===== src/rtl/uart_pkg.sv =====
// Shared UART definitions: baud select codes, divisor mapping, FSM encoding and frame size.
// Used by both the byte transmitter and the byte receiver.
package uart_pkg;

    localparam int CNT_W      = 13;
    localparam int DATA_BITS  = 8;
    localparam int FRAME_BITS = 10;

    typedef enum logic [2:0] {
        BAUD_9600   = 3'd0,
        BAUD_19200  = 3'd1,
        BAUD_38400  = 3'd2,
        BAUD_57600  = 3'd3,
        BAUD_115200 = 3'd4
    } baud_code_t;

    typedef enum logic [1:0] {
        ST_IDLE  = 2'd0,
        ST_START = 2'd1,
        ST_DATA  = 2'd2,
        ST_STOP  = 2'd3
    } tx_state_t;

    // Each branch divides two constants, so no divider hardware is built.
    function automatic logic [CNT_W-1:0] baud_div(input logic [2:0] baud_set, input int clk_freq);
        logic [CNT_W-1:0] d;
        case (baud_set)
            BAUD_19200:  d = CNT_W'(clk_freq / 19200);
            BAUD_38400:  d = CNT_W'(clk_freq / 38400);
            BAUD_57600:  d = CNT_W'(clk_freq / 57600);
            BAUD_115200: d = CNT_W'(clk_freq / 115200);
            default:     d = CNT_W'(clk_freq / 9600);
        endcase
        return d;
    endfunction

endpackage


===== src/rtl/uart_baud_gen.sv =====
// Bit-period counter: counts 0..div-1 and pulses bit_tick on the wrap cycle.
// clr holds the counter at zero so a new frame starts on a full bit period.
module uart_baud_gen
    import uart_pkg::*;
(
    input  logic             clk,
    input  logic             rst_n,
    input  logic             clr,
    input  logic [CNT_W-1:0] div,
    output logic             bit_tick
);

    logic [CNT_W-1:0] cnt;

    assign bit_tick = !clr && (cnt == div - CNT_W'(1));

    always_ff @(posedge clk) begin
        if (!rst_n) begin
            cnt <= '0;
        end else if (clr || bit_tick) begin
            cnt <= '0;
        end else begin
            cnt <= cnt + CNT_W'(1);
        end
    end

endmodule


===== src/rtl/uart_tx_frame.sv =====
// 8N1 UART byte transmitter. Outputs are registered from next-state values, so the
// start bit, busy flag and done pulse all appear on the cycle after the deciding edge.
module uart_tx_frame
    import uart_pkg::*;
#(
    parameter int CLK_FREQ = 50_000_000
) (
    input  logic       clk,
    input  logic       rst_n,
    input  logic       send_en,
    input  logic [2:0] baud_set,
    input  logic [7:0] data_byte,
    output logic       rs232_tx,
    output logic       tx_done,
    output logic       uart_state
);

    tx_state_t        state, state_d;
    logic [2:0]       idx, idx_d, idx_inc;
    logic [7:0]       data_q;
    logic [CNT_W-1:0] div_q;
    logic             tx_d, done_d, busy_d, load, clr, bit_tick;

    assign idx_inc = idx + 3'd1;

    uart_baud_gen u_baud_gen (
        .clk      (clk),
        .rst_n    (rst_n),
        .clr      (clr),
        .div      (div_q),
        .bit_tick (bit_tick)
    );

    always_comb begin
        state_d = state;
        idx_d   = idx;
        tx_d    = 1'b1;
        done_d  = 1'b0;
        busy_d  = 1'b1;
        load    = 1'b0;
        clr     = 1'b0;
        case (state)
            ST_IDLE: begin
                clr    = 1'b1;
                busy_d = 1'b0;
                if (send_en) begin
                    load    = 1'b1;
                    state_d = ST_START;
                    idx_d   = 3'd0;
                    tx_d    = 1'b0;
                    busy_d  = 1'b1;
                end
            end
            ST_START: begin
                tx_d = 1'b0;
                if (bit_tick) begin
                    state_d = ST_DATA;
                    tx_d    = data_q[0];
                end
            end
            ST_DATA: begin
                tx_d = data_q[idx];
                if (bit_tick) begin
                    if (idx == 3'(DATA_BITS - 1)) begin
                        state_d = ST_STOP;
                        tx_d    = 1'b1;
                    end else begin
                        idx_d = idx_inc;
                        tx_d  = data_q[idx_inc];
                    end
                end
            end
            ST_STOP: begin
                if (bit_tick) begin
                    state_d = ST_IDLE;
                    done_d  = 1'b1;
                    busy_d  = 1'b0;
                end
            end
            default: state_d = ST_IDLE;
        endcase
    end

    always_ff @(posedge clk) begin
        if (!rst_n) begin
            state      <= ST_IDLE;
            idx        <= 3'd0;
            data_q     <= 8'd0;
            div_q      <= '0;
            rs232_tx   <= 1'b1;
            tx_done    <= 1'b0;
            uart_state <= 1'b0;
        end else begin
            state      <= state_d;
            idx        <= idx_d;
            rs232_tx   <= tx_d;
            tx_done    <= done_d;
            uart_state <= busy_d;
            if (load) begin
                data_q <= data_byte;
                div_q  <= baud_div(baud_set, CLK_FREQ);
            end
        end
    end

endmodule

===== config.mk =====
export PLATFORM = sky130hd
export DESIGN_NAME = uart_tx_frame
export DESIGN_NICKNAME = d
export VERILOG_FILES = /design/src/rtl/uart_pkg.sv /design/src/rtl/uart_baud_gen.sv /design/src/rtl/uart_tx_frame.sv
export SDC_FILE = /design/constraint.sdc
export NUM_CORES = 1
export LEC_CHECK = 0
export BUFFER_PORTS_ARGS = -buffer_cell sky130_fd_sc_hd__buf_2
export CAP_MARGIN = 10
export CELL_PAD_IN_SITES_DETAIL_PLACEMENT = 0
export CELL_PAD_IN_SITES_GLOBAL_PLACEMENT = 2
export CORE_MARGIN = 2
export CORE_UTILIZATION = 33
export DETAILED_ROUTE_END_ITERATION = 12
export PLACE_DENSITY = 0.75
export REMOVE_ABC_BUFFERS = 1
export SKIP_CTS_REPAIR_TIMING = 1
export SYNTH_ARGS = -nofsm -noshare
export SYNTH_HDL_FRONTEND = slang
export SYNTH_SLANG_ARGS = --single-unit
export TNS_END_PERCENT = 30

===== constraint.sdc =====
create_clock -name clk -period 2.8 [get_ports clk]
set_input_delay 0.28 -clock clk [delete_from_list [all_inputs] [get_ports clk]]
set_output_delay 0.28 -clock clk [all_outputs]
set_load 0.005 [all_outputs]

### Word-level counts from Yosys, hierarchy flattened

Index checks and enable logic that the tools add are counted.

* input port bits: 14
* output and inout bits: 3
* bits in registers: 42

* multiplexer cells: 26
* order comparisons: 2
* bitwise logic cells: 1
* $add $sub $neg: 3
* reduce and logical (&&, ||, !) cells: 9
* eq/ne operators: 15

Operators by type and width (number)
* $pmux W13 S4: 1
* $add A13 B1 Y13 const B: 1
* $eq A13 B13 Y1: 1
* $sub A13 B1 Y13 const B: 1
* $mux W1: 11
* $mux W2: 5
* $mux W3: 3
* $lt A3 B4 Y1 const B: 2
* $pmux W2 S4: 1
* $bmux W1 S3: 2
* $eq A3 B2 Y1 const B: 2
* $eq A3 B3 Y1 const B: 2
* $ne A2 B1 Y1 const B: 3
* $ne A2 B2 Y1 const B: 3
* $pmux W3 S2: 1
* $reduce_and A5 Y1: 1
* $eq A2 B2 Y1 const B: 2
* $reduce_and A4 Y1: 1
* $add A3 B1 Y3 const B: 1
* $eq A3 B1 Y1 const B: 1
* $pmux W1 S3: 1
* $eq A2 B1 Y1 const B: 1
* $logic_not A2 Y1: 1
* $pmux W1 S2: 1
* 7 further kinds: 7

### Depth between registers and ports, before layout

Gate-level depths: netlist (run 1).

* depth after elaboration: 6
* depth in mapped cells: 11
* depth with buffers taken out: 10

### Cells and area by module

From an unflattened synthesis (run 1), not the netlist that was laid out.

* cell total of the unflattened synthesis: 278
* area total of the unflattened synthesis: 2351.0 µm²

Modules (own cells, without submodules)
* uart_tx_frame: times used 1, cells each 146, sequential area each 560.5 µm², area an instance 1331.3 µm²
* uart_baud_gen: times used 1, cells each 132, sequential area each 260.2 µm², area an instance 1019.7 µm²

### Worst setup path before layout (run 1)

No wires, ideal clock.

* path type: reg-to-reg
* start point: register div_q[1]
* end point: register u_baud_gen.cnt[7]
* required time: 2.736 ns
* arrival time: 2.633 ns
* cell stages (with the launch flop): 12
* library setup time: 0.064 ns
* slack: 0.103 ns
* period minus slack after synthesis: 2.697 ns
* path through: dfxtp_1 -> inv_1 -> ha_1 -> buf_2 -> nor3b_1 -> or2b_1 -> a31oi_1 -> o31ai_1 -> nor3_1 -> or3b_2 -> buf_2 -> nor2_1

* longest elaborated chain between the ends: 5

RTL lines
* start, declared: RTL line uart_tx_frame.sv:21 `logic [CNT_W-1:0] div_q;`
* start signal, assigned: RTL line uart_tx_frame.sv:101 `div_q <= baud_div(baud_set, CLK_FREQ);`
* $sub A13 B1 Y13: RTL line uart_baud_gen.sv:15 `assign bit_tick = !clr && (cnt == div - CNT_W'(1));`
* $eq A13 B13 Y1: RTL line uart_baud_gen.sv:15
* $logic_and A1 B1 Y1: RTL line uart_baud_gen.sv:15
* $logic_or A1 B1 Y1: RTL line uart_baud_gen.sv:20 `end else if (clr || bit_tick) begin`
* $reduce_or A2 Y1 (no source line)
* end signal, assigned: RTL line uart_baud_gen.sv:23 `cnt <= cnt + CNT_W'(1);`
* end, declared: RTL line uart_baud_gen.sv:13 `logic [CNT_W-1:0] cnt;`

No other way between the ends.
A chain may end at the register's enable or synchronous reset.

### Worst setup path after layout (run 1)

* start point: register div_q[2]
* end point: register uart_state

* longest elaborated chain between the ends: 5

RTL lines
* $sub A13 B1 Y13: RTL line uart_baud_gen.sv:15
* $eq A13 B13 Y1: RTL line uart_baud_gen.sv:15
* $logic_and A1 B1 Y1: RTL line uart_baud_gen.sv:15
* $mux W1: RTL line uart_tx_frame.sv:74 `if (bit_tick) begin`
* $pmux W1 S2: RTL line uart_tx_frame.sv:42 `case (state)`
* end signal, assigned: RTL line uart_tx_frame.sv:98 `uart_state <= busy_d;`
* end, declared: RTL line uart_tx_frame.sv:15 `output logic uart_state`

No other way between the ends.

==> reports/metrics.yaml, run 1 <==
outcome:
  status: "complete, no violations"
global_route:
  grt_pass1_vias: 1765
  grt_overflow_total: 0
  antenna_found_initial: 0
  grt_first_pass_wirelength_um: 8690
  groute.usage.overall_pct: 14.6
  grt_max_degree: 30
yosys:
  seq_area_frac_synth_pct: 35.6
  synthArstFlopShare_pct: 0
  yosysUniqueCellTypes: 47
  yosysTopAreaCell: "dfxtp_1"
  avgSynthCellArea_um2: 8.50
  ys_seq_elements: 41
  yosys.area.top_type_share_pct: 35.6
  synth_ff_type: "dfxtp_1"
  syn-cell-area_um2: 2300
  yosysWarnings: 0
  synthCells: 271
  synth_edf_count: 0
  synth.area.top_cells: "dfxtp_1, xnor2_1, nand2_1"
critical_path:
  cp-end-kind: "register"
  critPathLaunchType: "register"
  crit_arrival_ns: 2.85
  cp_data_required_time_ns: 2.99
  crit_path_max_fanout: 5
  slowest_stage: "or4_4"
  worst-path-buf-inv: 1
  r2r_slack_ns: 0.14
  critical_path_class: "reg2reg"
  cp_cell_sequence: "or4_4, or3_1, a211oi_2, o2111ai_2, nor4_4, buf_4, and2b_2, o31a_1"
  path_delay_family: "simple AND/OR/NAND/NOR gates"
  slowest_delay_ns: 0.53
drt:
  dr.pass1.iters: 4
  drc: 0
  drtIter0Drc: 103
  num_vias: 1873
  antenna_left: 0
  vias_per_cell: 5.05
  wirelength_um: 5030
  wl_per_cell_um: 13.5
clock_tree:
  clk_pin_slew_ns: 0.08
  clock_latency_ns: 0.30
  cts_buffers: 5
  clock_sinks: 41
  clock-root-buffer: "clkbuf_8"
  cts_buffer_depth: 2
  htreeDepth: 2
  cts_tree: "done"
sta:
  hold_slack_ns: 0.224
  slew_headroom_pct: 58.3
  slew_violations: 0
  setup_tns_ns: 0
  setup_ws_ns: 0.145
  fin_crit_ns: 2.66
  fmax_ghz: 0.377
  tightestPinTransition_ns: 0.624
  setup_viol: 0
  fin_crit_sh_pct: 94.8
  rsz0062_at_grt: "no"
  fin_worst_skew_ns: 0.00699
  finalHoldViolations: 0
final_layout:
  nNetsFinal: 314
  stdcell_area_um2: 2590
  drive_above_1_share_pct: 15.8
  utilization_pct: 38.3
  area_delta_synth_final_pct: 12.3
  fillers: 716
  insertedDiodeCount: 0
  fin_cells: 371
worst_hold_path:
  holdCritPathClass: "in2reg"
pwr:
  p_per_area_nw_per_um2: 695
  comb_power_share_pct: 38.6
  total_power_mw: 1.80
  pwr-share-clk_pct: 20.3
  p_int_mw: 1.12
  power.leakage_nw: 0.984
  irDropWorstVdd_mv: 0.295
  switching_power_mw: 0.674
  switching_share_pct: 37.5
  seqPwrFrac_pct: 41.1
place:
  place.gp.congestion: 0.780
  placed_area_um2: 2500
  post-place-ws_ns: 0.0842
  placed_cells: 364
  dpl.hpwl_um: 3720
  portBuffers: 16
die:
  die_h_um: 87.5
  rows: 30
  die_x_um: 87.5
  design.core.area_um2: 6760
  dieArea_um2: 7660
  start_util_pct: 34.1
  pin_count: 17
job:
  maxCapViolations: 0
## logic make-up (layout without fill, tap and decap cells)
family	Yosys count	count (layout)	share of synthesized area [%]
AOI/OAI and AO/OA	45	45	14.2
xor gates and xnor gates	30	30	11.4
adders and majority gates	8	8	4.35
buffers and inverters	21	41	3.53
DFF	41	41	35.6
muxes	7	7	5.43
and+or+nand+nor	119	119	25.4
## sequential cells by signal, indices dropped and copies added, names as in the netlist
register / cells
data_q: 8
div_q: 12
idx: 3
rs232_tx: 1
state: 2
tx_done: 1
u_baud_gen.cnt: 13
uart_state: 1
## routing by layer
metal	GRT usage (%)	part of all wire, %
met5	0	0
met4	5.03	1.5
met3	2.83	2.6
met2	20.3	42
met1	22.2	54
## power groups by stage
| stage | combinational [mW] | clock, mW | sequential [mW] |
|---|---|---|---|
| final | 0.694 | 0.365 | 0.739 |
| after global routing | 0.789 | 0.400 | 0.753 |
| after CTS | 0.699 | 0.379 | 0.738 |
| after detailed placement | 0.693 | 0 | 0.750 |
| after global placement | 0.703 | 0 | 0.752 |
| after floorplan | 0.509 | 0 | 0.732 |
## final timing paths
check,from,end,depth (start not counted)
max,div_q[2]$_SDFFE_PN0P_,uart_state$_SDFF_PN0_,8
min,data_byte[5],data_q[5]$_SDFFE_PN0P_,3
max reg2reg,div_q[2]$_SDFFE_PN0P_,uart_state$_SDFF_PN0_,8
min reg2reg,data_q[5]$_SDFFE_PN0P_,data_q[5]$_SDFFE_PN0P_,2
## cell usage after synthesis (2+ instances only)
cell type	instances
or3_1	2
ha_1	8
xor2_1	13
and2_1	4
o21ai_0	7
nand3_1	12
mux4_2	4
nand4_1	2
clkbuf_1	9
a211oi_1	2
nand2_1	37
a31oi_1	2
a22o_1	3
o211ai_1	3
dfxtp_1	41
nor2_1	30
buf_2	2
nand2b_1	2
mux2i_1	2
nor3b_1	3
xnor2_1	17
inv_1	10
nor2b_1	9
nor3_1	8
a21boi_0	10
a21oi_1	8
## worst reg2reg max path: stages (launching register included)
cell	delay [ns]
dfxtp_1	0.35
or4_4	0.54
or3_1	0.38
a211oi_2	0.21
o2111ai_2	0.18
nor4_4	0.29
buf_4	0.18
and2b_2	0.21
o31a_1	0.23
## cell type report
type	instances	area, um2	share of cell area, %
inverter	10	37.5	1.45
tap	80	100	3.87
timing repair buffer	25	148	5.71
sequential	41	822	31.8
clock inverter	1	5.00	0.193
clock buffer	5	68.8	2.66
multi-input combinational	209	1410	54.4
## layout by cell type (no fill, tap or decap), types with 2 or more instances in the layout
master,n
ha_1,8
a21oi_1,8
buf_4,9
dfxtp_1,40
nand2b_1,2
or3_1,2
nand2_1,37
o21ai_0,7
nor3b_1,2
a31oi_1,2
clkbuf_8,5
mux4_2,4
a21boi_0,10
xor2_1,13
nor2b_1,9
a211oi_1,2
buf_2,16
inv_1,10
mux2i_1,2
xnor2_1,17
nor3_1,8
nand3_1,12
and2_1,4
nand4_1,2
a22o_1,3
nor2_1,30
o211ai_1,3
No activity file was read; power rests on OpenSTA's default activity.
==> inputs of run 2 (changes only) <==
--- a/config.mk
+++ b/config.mk
@@ -17,5 +17,6 @@
 export SKIP_CTS_REPAIR_TIMING = 1
 export SYNTH_ARGS = -nofsm -noshare
 export SYNTH_HDL_FRONTEND = slang
+export SYNTH_HIERARCHICAL = 1
 export SYNTH_SLANG_ARGS = --single-unit
 export TNS_END_PERCENT = 30
==> run 2 against run 1 <==
The run now ends with setup timing left. Cell area grew 12%. Non-clock buffer count grew 17. Sequential share of layout area fell by 3.3 points. Global-route usage is 0.19 points lower. Area after synthesis up 2.1%. Via count grew 7.8%. Critical endpoint is now idx[1]$_SDFFE_PN0P_. Largest cell class unchanged. Largest power group is now combinational logic.
==> reports/metrics.yaml, run 2 <==
yosys:
  synth_edf_count: 0  # unchanged
  yosys.area.top_type_share_pct: 34.9  # -0.72 points
  synthArstFlopShare_pct: 0  # unchanged
  synth.area.top_cells: "dfxtp_1, xnor2_1, nand2_1"
  synth_ff_type: "dfxtp_1"
  syn-cell-area_um2: 2350  # +2.1%
  yosys-top-cells-count: "dfxtp_1, nand2_1, nor2_1, a21oi_1, xnor2_1"
  seq_area_frac_synth_pct: 34.9  # -0.72 points
  yosysUniqueCellTypes: 51  # +8.5%
  yosysWarnings: 6  # +6
  synth_most_common_cell: "dfxtp_1"
  yosysTopAreaCell: "dfxtp_1"
  avgSynthCellArea_um2: 8.46  # -0.51%
  synthCells: 278  # +2.6%
  ys_seq_elements: 41  # unchanged
clock_tree:
  htreeDepth: 2  # unchanged
  clock-root-buffer: "clkbuf_8"
  clock_latency_ns: 0.30  # about the same
  cts_buffer_depth: 2  # unchanged
  cts_tree: "done"
  clock_sinks: 41  # unchanged
  cts_buffers: 5  # unchanged
  clk_pin_slew_ns: 0.09  # about the same
pwr:
  p_int_mw: 1.35  # +20%
  switching_share_pct: 35.9  # -1.6 points
  pwr-share-clk_pct: 23.5  # +3.2 points
  seqPwrFrac_pct: 35.7  # -5.4 points
  power.leakage_nw: 1.17  # +19%
  total_power_mw: 2.11  # +17%
  p_per_area_nw_per_um2: 729  # +5.0%
  comb_power_share_pct: 40.8  # +2.2 points
  switching_power_mw: 0.758  # +12%
  irDropWorstVdd_mv: 0.268  # -8.9%
die:
  rows: 30  # unchanged
  die_h_um: 88.4  # +0.98%
  dieArea_um2: 7820  # +2.0%
  die_x_um: 88.4  # +0.98%
  pin_count: 17  # unchanged
  start_util_pct: 34.4  # +0.32 points
  design.core.area_um2: 6830  # +1.1%
final_layout:
  insertedDiodeCount: 0  # unchanged
  stdcell_area_um2: 2890  # +12%
  fillers: 732  # +2.2%
  final_common_cell: "nand2_1"
  regMostFlops: "u_baud_gen/cnt"
  nNetsFinal: 342  # +8.9%
  fin_cells: 416  # +12%
  mostFrequentLayoutCells: "nand2_1, dfxtp_1, nor2_1, buf_4, a21oi_1"
  largest_reg_flops: 13  # unchanged
  utilization_pct: 42.3  # +4.0 points
  area_delta_synth_final_pct: 23.0
  drive_above_1_share_pct: 23.1  # +7.3 points
  top_regs: "u_baud_gen/cnt x13, div_q x12, data_q x8"
drt:
  drtIter0Drc: 62  # -40%
  antenna_left: 0  # unchanged
  met2_length_um: 2410  # +15%
  drc: 0  # unchanged
  wirelength_um: 5390  # +7.2%
  wl_per_cell_um: 12.9  # -4.4%
  num_vias: 2020  # +7.8%
  wl_met3_um: 131  # +1.6%
  dr.pass1.iters: 4  # unchanged
  top_layer: "met4"
  wl_met1_um: 2810  # +3.3%
  vias_per_cell: 4.86  # -3.8%
global_route:
  antenna_found_initial: 0  # unchanged
  grt_max_degree: 26  # -13%
  groute.usage.overall_pct: 14.4  # -0.19 points
  grt_first_pass_wirelength_um: 8740  # +0.55%
  grt_pass1_vias: 1764  # -0.057%
  grt_overflow_total: 0  # unchanged
job:
  maxCapViolations: 0  # unchanged
sta:
  setup_ws_ns: -0.206  # -0.351 ns
  slew_headroom_pct: 62.1  # +3.8 points
  fin_worst_skew_ns: 0.00995  # +0.00295 ns
  fin_crit_ns: 3.01  # +0.351 ns
  fmax_ghz: 0.333  # -12%
  finalHoldViolations: 0  # unchanged
  setup_tns_ns: -0.755  # -0.755 ns
  hold_slack_ns: 0.205  # -0.0181 ns
  fin_crit_sh_pct: 107  # +13 points
  rsz0062_at_grt: "yes"
  setup_viol: 6  # +6
  tightestPinTransition_ns: 0.568  # -0.0561 ns
  slew_violations: 0  # unchanged
critical_path:
  cpMostUsedCell: "buf_4"
  slowest_delay_ns: 0.55  # +0.02 ns
  crit_path_max_fanout: 3  # -2
  slowest_stage: "or4_4"
  critPathLaunchType: "register"
  cp-end-kind: "register"
  path_delay_family: "simple AND/OR/NAND/NOR gates"
  cp_data_required_time_ns: 2.99  # about the same
  crit_arrival_ns: 3.20  # +0.35 ns
  cp_cell_sequence: "or4_4, buf_4, nor4_4, xnor2_1, o211ai_1, a2111oi_4, nor2b_4, nand2b_1, a211oi_2, buf_4, mux2i_1, nor2_1"
  worst-path-buf-inv: 2  # +1
  critical_path_class: "reg2reg"
place:
  placed_area_um2: 2690  # +7.7%
  dpl.hpwl_um: 4020  # +8.1%
  post-place-ws_ns: -0.333  # -0.417 ns
  portBuffers: 16  # unchanged
  place.gp.congestion: 0.848  # +8.7%
  placed_cells: 406  # +12%
outcome:
  failed_checks: "setup timing"
  status: "complete, but fails checks"
worst_hold_path:
  holdCritPathClass: "in2reg"
-- run 2: cell count changes in the layout (fill, tap and decap cells not counted), sizes merged, moves of 3 or more --
cell / change
nand2b: +3
nand3: -4
a21o: +3
buf: +17
or4: +3
conb: +4
xor2: -7
nor2b: -4
a21oi: +16
a22o: -3
a21boi: -10
-- run 2: power groups by stage --
stage,logic (mW),registers [mW],clock network (mW)
after floorplan,0.525,0.757,0
after detailed placement,0.810,0.763,0
final,0.861,0.753,0.496
after global routing,0.965,0.767,0.534
after CTS,0.812,0.750,0.508
after global placement,0.815,0.761,0
-- run 2: tightest hold or removal path, stage by stage --
cell	delay, ns
buf_2	0.09
nand2_1	0.05
a21oi_1	0.05
-- run 2: per-layer routing --
layer / up-vias / global-route usage, %
met1: 943 / 20.3
met5: - / 0
met3: 4 / 3.36
met2: 23 / 22.1
met4: 0 / 3.72
li1: 1050 / -
-- run 2: final timing paths --
path                                from                     end  slack, ns  depth (start not counted)
setup / recovery   div_q[4]$_SDFFE_PN0P_     idx[1]$_SDFFE_PN0P_      -0.21                         12
hold / removal              data_byte[0]  data_q[0]$_SDFFE_PN0P_       0.21                          3
setup reg to reg   div_q[4]$_SDFFE_PN0P_     idx[1]$_SDFFE_PN0P_      -0.21                         12
hold reg to reg   data_q[4]$_SDFFE_PN0P_  data_q[4]$_SDFFE_PN0P_       0.48                          2
-- run 2: cell type report --
cell class | instances | area [um2] | share of cell area (%)
clock inverter | 3 | 46.3 | 1.60
sequential | 41 | 823 | 28.5
multi-input combinational | 220 | 1530 | 52.7
inverter | 9 | 33.8 | 1.17
tap | 96 | 120 | 4.15
clock buffer | 5 | 68.8 | 2.38
timing repair buffer | 42 | 275 | 9.52
-- run 2: kinds of logic (layout without fill, tap and decap cells) --
kind of cell	Yosys count	after routing	synth area share, %
muxes	10	10	7.13
other	1	4	0.160
and+or+nand+nor	121	121	25.4
xor gates and xnor gates	25	25	9.31
buffers and inverters	20	59	3.62
adders and majority gates	9	9	4.79
AOI/OAI and AO/OA	51	51	14.6
DFF	41	41	34.9
==> inputs of run 3 (changes only) <==
--- a/config.mk
+++ b/config.mk
@@ -12,6 +12,7 @@
 export CORE_MARGIN = 2
 export CORE_UTILIZATION = 33
 export DETAILED_ROUTE_END_ITERATION = 12
+export GPL_TIMING_DRIVEN = 0
 export PLACE_DENSITY = 0.75
 export REMOVE_ABC_BUFFERS = 1
 export SKIP_CTS_REPAIR_TIMING = 1
@@ -19,4 +20,3 @@
 export SYNTH_HDL_FRONTEND = slang
 export SYNTH_HIERARCHICAL = 1
 export SYNTH_SLANG_ARGS = --single-unit
-export TNS_END_PERCENT = 30
==> run 3 against run 2 <==
The flow still finishes with violations (setup timing). Setup slack got worse by 0.17 ns. Combinational power shrank 14%. Sequential power is 2.9% higher. Power fell by 9.9%. Clock skew hardly changed. Final cell count fell by 4.8%. Utilization fell by 2.6 points.
==> reports/metrics.yaml, run 3 (synthesis gave the netlist of run 2 again) <==
outcome:
  failed_checks: "setup timing"
  status: "complete, but fails checks"
critical_path:
  crit_arrival_ns: 3.34  # +0.14 ns
  critical_path_class: "reg2reg"
  crit_path_max_fanout: 4  # +1
  critPathLaunchType: "register"
  cp-end-kind: "register"
  cp_data_required_time_ns: 2.96  # -0.03 ns
die:
  die_h_um: 88.4  # unchanged
  start_util_pct: 34.4  # unchanged
  design.core.area_um2: 6830  # unchanged
  pin_count: 17  # unchanged
  die_x_um: 88.4  # unchanged
  dieArea_um2: 7820  # unchanged
  rows: 30  # unchanged
sta:
  slew_violations: 0  # unchanged
  slew_headroom_pct: 42.3  # -20 points
  hold_slack_ns: 0.220  # +0.0143 ns
  fmax_ghz: 0.315  # -5.3%
  fin_worst_skew_ns: 0.00946  # -0.000486 ns
  finalHoldViolations: 0  # unchanged
  fin_crit_ns: 3.17  # +0.168 ns
  tightestPinTransition_ns: 0.864  # +0.296 ns
  fin_crit_sh_pct: 113  # +6.0 points
  setup_tns_ns: -1.77  # -1.01 ns
  setup_ws_ns: -0.374  # -0.168 ns
  setup_viol: 7  # +1
  rsz0062_at_grt: "yes"
drt:
  drtIter0Drc: 48  # -23%
  dr.pass1.iters: 4  # unchanged
  vias_per_cell: 4.89  # +0.73%
  drc: 0  # unchanged
  wl_per_cell_um: 12.8  # -0.76%
  antenna_left: 0  # unchanged
  wirelength_um: 5090  # -5.5%
  num_vias: 1937  # -4.1%
final_layout:
  area_delta_synth_final_pct: 15.6
  drive_above_1_share_pct: 17.7  # -5.5 points
  insertedDiodeCount: 0  # unchanged
  mostFrequentLayoutCells: "nand2_1, dfxtp_1, nor2_1, a21oi_1, xnor2_1"
  fillers: 735  # +0.41%
  largest_reg_flops: 13  # unchanged
  nNetsFinal: 322  # -5.8%
  top_regs: "u_baud_gen/cnt x13, div_q x12, data_q x8"
  final_common_cell: "nand2_1"
  regMostFlops: "u_baud_gen/cnt"
pwr:
  irDropWorstVdd_mv: 0.253  # -5.8%
  power.leakage_nw: 1.06  # -9.5%
  p_per_area_nw_per_um2: 700  # -4.1%
clock_tree:
  cts_buffer_depth: 2  # unchanged
  clock_latency_ns: 0.29  # about the same
  cts_tree: "done"
  htreeDepth: 2  # unchanged
  clk_pin_slew_ns: 0.09  # about the same
  clock-root-buffer: "clkbuf_8"
  cts_buffers: 5  # unchanged
  clock_sinks: 41  # unchanged
global_route:
  grt_max_degree: 27  # +3.8%
  antenna_found_initial: 0  # unchanged
  grt_first_pass_wirelength_um: 8140  # -6.9%
  grt_overflow_total: 0  # unchanged
  grt_pass1_vias: 1663  # -5.7%
  groute.usage.overall_pct: 13.5  # -0.86 points
place:
  dpl.hpwl_um: 3640  # -9.5%
  portBuffers: 16  # unchanged
  place.gp.congestion: 0.741  # -13%
  post-place-ws_ns: -1.30  # -0.967 ns
worst_hold_path:
  holdCritPathClass: "in2reg"
job:
  maxCapViolations: 0  # unchanged
## run 3: power breakdown
| part | switching [mW] | internal, mW |
|---|---|---|
| clock | 0.217 | 0.172 |
| sequential | 0.100 | 0.675 |
| combinational | 0.405 | 0.332 |
| total | 0.722 | 1.18 |
## run 3: per-stage QoR
stage	instance area, um2	power (mW)	utilization [%]	std cells
2_1_floorplan	2310	1.28	-	270
3_3_place_gp	2510	1.45	36.8	382
3_5_place_dp	2510	1.45	36.8	382
4_1_cts	2600	1.85	38.0	390
5_1_grt	2720	2.05	39.8	396
6_report	2720	1.90	39.8	396
## run 3: routing by layer
metal | wire [um] | vias up | GRT usage (%)
li1 | - | 1009 | -
met1 | 2600 | 905 | 18.8
met2 | 2370 | 21 | 21.4
met3 | 100 | 2 | 3.08
met4 | 17 | 0 | 3.31
met5 | 0 | - | 0
## run 3: final cells by class
type	instances	area [um2]	share of cell area, %
Clock buffer	5	68.8	2.53
Clock inverter	3	17.5	0.645
Inverter	9	33.8	1.24
Multi-Input combinational cell	220	1530	56.2
Sequential cell	41	825	30.3
Tap cell	96	120	4.42
Timing Repair Buffer	22	125	4.60
## run 3: worst max-delay path, stage by stage, from the launching register on
cell,delay [ns]
dfxtp_2,0.35
or4_4,0.55
or4b_4,0.53
a211oi_2,0.22
nor2_2,0.07
a2111oi_4,0.36
nor2b_4,0.29
nand2b_4,0.08
a211oi_4,0.30
mux2i_1,0.23
nor2_1,0.05
## run 3: worst paths after layout
| kind | to | start | slack [ns] | cells past startpoint |
|---|---|---|---|---|
| worst max-delay path | idx[1]$_SDFFE_PN0P_ | div_q[1]$_SDFFE_PN0P_ | -0.37 | 10 |
| worst min-delay path | data_q[1]$_SDFFE_PN0P_ | data_byte[1] | 0.22 | 3 |
| worst min register to register | data_q[5]$_SDFFE_PN0P_ | data_q[5]$_SDFFE_PN0P_ | 0.48 | 2 |
| worst max register to register | idx[1]$_SDFFE_PN0P_ | div_q[1]$_SDFFE_PN0P_ | -0.37 | 10 |
